File: src/rtl/dmem_arbiter.sv
// Round-robin arbiter sharing one single-port data memory between the CPU and the host port.
// The host can lock the memory across accesses for read-modify-write sequences.
module dmem_arbiter #(
  parameter int unsigned DW    = 32,
  parameter int unsigned AW    = 32,
  parameter int unsigned DEPTH = 1025
) (
  input  logic          clk,
  input  logic          rst_n,
  input  logic          c_req,
  input  logic          c_wr,
  input  logic [AW-1:0] c_adr,
  input  logic [DW-1:0] c_wd,
  output logic          c_gnt,
  output logic          c_rvalid,
  output logic [DW-1:0] c_rd,
  input  logic          h_req,
  input  logic          h_wr,
  input  logic [AW-1:0] h_adr,
  input  logic [DW-1:0] h_wd,
  input  logic          h_lock,
  output logic          h_gnt,
  output logic          h_rvalid,
  output logic [DW-1:0] h_rd,
  output logic [AW-1:0] m_adr,
  output logic [DW-1:0] m_wd,
  output logic          m_wr,
  input  logic [DW-1:0] m_rd,
  output logic          err
);

  localparam logic [AW-1:0] DEPTH_ADR = AW'(DEPTH);

  typedef enum logic {
    SEL_CPU  = 1'b0,
    SEL_HOST = 1'b1
  } sel_e;

  sel_e last_q, last_d;
  logic lock_q, lock_d;
  logic c_rvalid_q, c_rvalid_d;
  logic h_rvalid_q, h_rvalid_d;
  logic rd_oor_q, rd_oor_d;
  logic err_q, err_d;

  logic          gnt_any;
  logic          sel_wr;
  logic [AW-1:0] sel_adr;
  logic [DW-1:0] sel_wd;
  logic          in_range;

  // Grant: a held lock excludes the CPU only while the host keeps requesting.
  always_comb begin
    c_gnt = 1'b0;
    h_gnt = 1'b0;
    if (rst_n) begin
      if (lock_q && h_req) begin
        h_gnt = 1'b1;
      end else if (c_req && h_req) begin
        if (last_q == SEL_HOST) c_gnt = 1'b1;
        else                    h_gnt = 1'b1;
      end else if (c_req) begin
        c_gnt = 1'b1;
      end else if (h_req) begin
        h_gnt = 1'b1;
      end
    end
  end

  // Memory drive; an idle cycle still presents the CPU address and data.
  always_comb begin
    gnt_any  = c_gnt | h_gnt;
    sel_adr  = h_gnt ? h_adr : c_adr;
    sel_wd   = h_gnt ? h_wd  : c_wd;
    sel_wr   = h_gnt ? h_wr  : c_wr;
    in_range = (sel_adr < DEPTH_ADR);
    m_adr    = rst_n ? sel_adr : '0;
    m_wd     = rst_n ? sel_wd  : '0;
    m_wr     = gnt_any & sel_wr & in_range;
  end

  always_comb begin
    last_d     = last_q;
    lock_d     = lock_q;
    c_rvalid_d = c_gnt & ~c_wr;
    h_rvalid_d = h_gnt & ~h_wr;
    rd_oor_d   = gnt_any & ~sel_wr & ~in_range;
    err_d      = err_q | (gnt_any & ~in_range);
    if (h_gnt)      last_d = SEL_HOST;
    else if (c_gnt) last_d = SEL_CPU;
    if (h_gnt)                 lock_d = h_lock;
    else if (lock_q && !h_req) lock_d = 1'b0;
  end

  always_ff @(posedge clk) begin
    if (!rst_n) begin
      last_q     <= SEL_HOST;
      lock_q     <= 1'b0;
      c_rvalid_q <= 1'b0;
      h_rvalid_q <= 1'b0;
      rd_oor_q   <= 1'b0;
      err_q      <= 1'b0;
    end else begin
      last_q     <= last_d;
      lock_q     <= lock_d;
      c_rvalid_q <= c_rvalid_d;
      h_rvalid_q <= h_rvalid_d;
      rd_oor_q   <= rd_oor_d;
      err_q      <= err_d;
    end
  end

  // Out-of-range reads return zero instead of whatever the memory drives.
  always_comb begin
    c_rvalid = c_rvalid_q;
    h_rvalid = h_rvalid_q;
    err      = err_q;
    c_rd     = (c_rvalid_q && !rd_oor_q) ? m_rd : '0;
    h_rd     = (h_rvalid_q && !rd_oor_q) ? m_rd : '0;
  end

endmodule

File: config.mk
export PLATFORM = sky130hd
export DESIGN_NAME = dmem_arbiter
export DESIGN_NICKNAME = d
export VERILOG_FILES = /design/src/rtl/dmem_arbiter.sv
export SDC_FILE = /design/constraint.sdc
export NUM_CORES = 1
export LEC_CHECK = 0
export BUFFER_PORTS_ARGS = -buffer_cell sky130_fd_sc_hd__clkbuf_2
export CAP_MARGIN = 15
export CORE_AREA = 2 2 118 120
export DETAILED_ROUTE_END_ITERATION = 10
export DIE_AREA = 0 0 120 122
export PLACE_DENSITY = 0.58
export SLEW_MARGIN = 25
export SYNTH_ARGS = -nofsm -noshare
export SYNTH_HDL_FRONTEND = slang
export SYNTH_SLANG_ARGS = --single-unit
File: constraint.sdc
create_clock -name clk -period 2.55 [get_ports clk]
set_clock_uncertainty 0.1 [all_clocks]
set_input_delay 0.255 -clock clk [delete_from_list [all_inputs] [get_ports clk]]
set_output_delay 0.255 -clock clk [all_outputs]
set_load 0.05 [all_outputs]
==> out/results.txt <==
Status - completed
DRT Pass-1 Iters - 4
R2R Path End - rd_oor_q
Clk slew on worst S/H paths - 0.03 ns
Clock sinks - 6
Crit-path max FO - 2
Hold slack - 0.161 ns
Worst path required time - 2.19 ns
Setup Fix Bufs, Post-CTS - 0
R2r setup slk - 0.92 ns
WL/cell - 14.2 µm
Leading cell type in the layout, fill and taps excluded - clkbuf_2
Area leader, netlist - nand2_1
Setup WS post-layout - 0.206 ns
Row cnt - 43
All-Layer GR Usage - 14.1%
Power density over the cells - 326 nW/µm²
I/O Pins - 301
# H-tree levels - 1
Lkg Pwr - 2.19 nW
Synth unique cells - 29
CORE AREA - 13500 µm²
Total number of vias - 3335
Hold Vio Cnt, Final - 0
Setup violators final - 0
Synthesized cell area - 1940 µm²
Fill cells - 1551
Endpoint, Worst Hold - lock_q
Placement Setup Slack - 0.172 ns
DRC Markers - 0
Critical Path Sink Type - primary output
Fin crit share - 91.9%
RSZ-0062 raised after global routing - no
First-pass GRT wire length - 16100 µm
Initial Util - 14.3%
Synth Net Count - 505
Final HPWL DP - 10100 µm
Vias per cell - 4.15
Main area contributors after synthesis - nand2_1, and2_1, a21boi_0
Hold depth - 2
Antenna diodes - 0
Final core occ - 27.7%
WS Path Type - in -> out
Seq cells post-synth - 6
WL final - 11400 µm
Initial antenna violation count - 0
Fmax - 0.427 GHz
R2R depth - 5
Actual slew at the worst max-slew pin - 0.583 ns
CTS Buf Count - 3
Sequential fraction of the synthesis area - 6.20%
CTS max path bufs - 2
Clk_lat worst skew - 0.23 ns
Area growth syn-to-layout - 93.4%
Die height - 122 µm
CTS tree - done
Synth Warn # - 0
Die W - 120 µm
CP Launch Type - input port
Global route overflow - 0
Min Tclk post-route - 2.34 ns
Reg2reg start - last_q
Max-Slew Margin vs Limit - 60.8%
Hold-fix buffers at CTS - 0
Buffers on Ports - 300
Peak supply drop - 0.164 mV
Post-CTS resize count - 0
Routability congestion estimate - 0.823
Share of layout cells above drive strength 1 - 51.4%
Most frequent cells in the layout - clkbuf_2, nand2_1, and2_1
Die area - 14600 µm²
Pins Over Slew Limit - 0
Min-delay src - h_lock
Share of the synthesized area in the top cell type - 25.6%
CP arrival - 1.99 ns
Max cap viols - 0
Root Driver - clkbuf_16
Nets@finish - 793
Syn avg cell area - 5.73 µm²
Largest net degree at the start of global routing - 52
Remaining antenna violation count after routing - 0
Number of global-route vias before repair - 2982
Hold WC Path Type - in -> reg
Total Neg Setup Slack - 0 ns
Cells after Synth - 338
DRT iter0 DRCs - 152
-- synth_stat cells, drive strengths merged --
cell	n
and2	66
a211oi	1
nand2	132
o211ai	1
o22a	1
a21oi	1
nor3	3
nand3b	1
o22ai	1
nand2b	1
nor2	3
dfxtp	6
nor2b	4
o221ai	1
and3	1
a21boi	65
nand4	3
a21bo	1
or4	5
buf	6
nor4	11
inv	3
clkbuf	20
o21ai	1
-- metal layers --
layer	part of all wire (%)	up-vias	wire, µm	global-route usage (%)
met1	36	1460	4080	14.6
met2	56	190	6390	30.0
met4	0.40	0	46	2.43
li1	-	1683	-	-
met3	7.6	2	861	1.78
met5	0	-	0	0
-- registers in the layout (all words and copies together) (netlist names) --
signal and count:
h_rvalid 1, lock_q 1, c_rvalid 1, err 1
rd_oor_q 1, last_q 1
-- cell families after synthesis --
family | Yosys count | synth area share (%)
AND/OR/NAND/NOR | 230 | 59.3
AO/OA/AOI/OAI | 73 | 28.6
buffers and inverters | 29 | 5.94
flip-flops | 6 | 6.20
-- worst max-delay path by stage --
stage,start,endpoint,cells after the start
final,c_adr[25],m_wr,7
after floorplan,lock_q,m_adr[0],5
after global placement,h_adr[24],m_wr,7
after detailed placement,h_adr[24],m_wr,7
after global routing,last_q,m_adr[28],7
after CTS,h_adr[24],m_wr,7
-- power breakdown --
part	switching, mW	internal (mW)
clock	0.0505	0.201
combinational	0.609	0.257
sequential	0.00437	0.101
-- metrics by stage --
| step | area [µm²] | total power, mW | cells |
|---|---|---|---|
| 2_1_floorplan | 1940 | 0.673 | 338 |
| 3_3_place_gp | 3670 | 0.978 | 801 |
| 3_5_place_dp | 3670 | 0.978 | 801 |
| 4_1_cts | 3750 | 1.24 | 804 |
| 5_1_grt | 3750 | 1.29 | 804 |
| 6_report | 3750 | 1.22 | 804 |
-- cell type report --
class | instances | area, µm² | share of cell area (%)
Multi-Input combinational cell | 303 | 1710 | 45.5
Tap cell | 180 | 225 | 6.01
Sequential cell | 6 | 120 | 3.21
Timing Repair Buffer | 309 | 1610 | 43.0
Inverter | 3 | 11.3 | 0.301
Clock buffer | 3 | 75.1 | 2.00
-- critical path: stages --
cell	delay, ns
clkbuf_2	0.09
nor4_1	0.54
nand4_1	0.26
nor4_1	0.28
o211ai_1	0.14
a21oi_1	0.24
buf_12	0.18
Power figures use the tool's default switching activity.
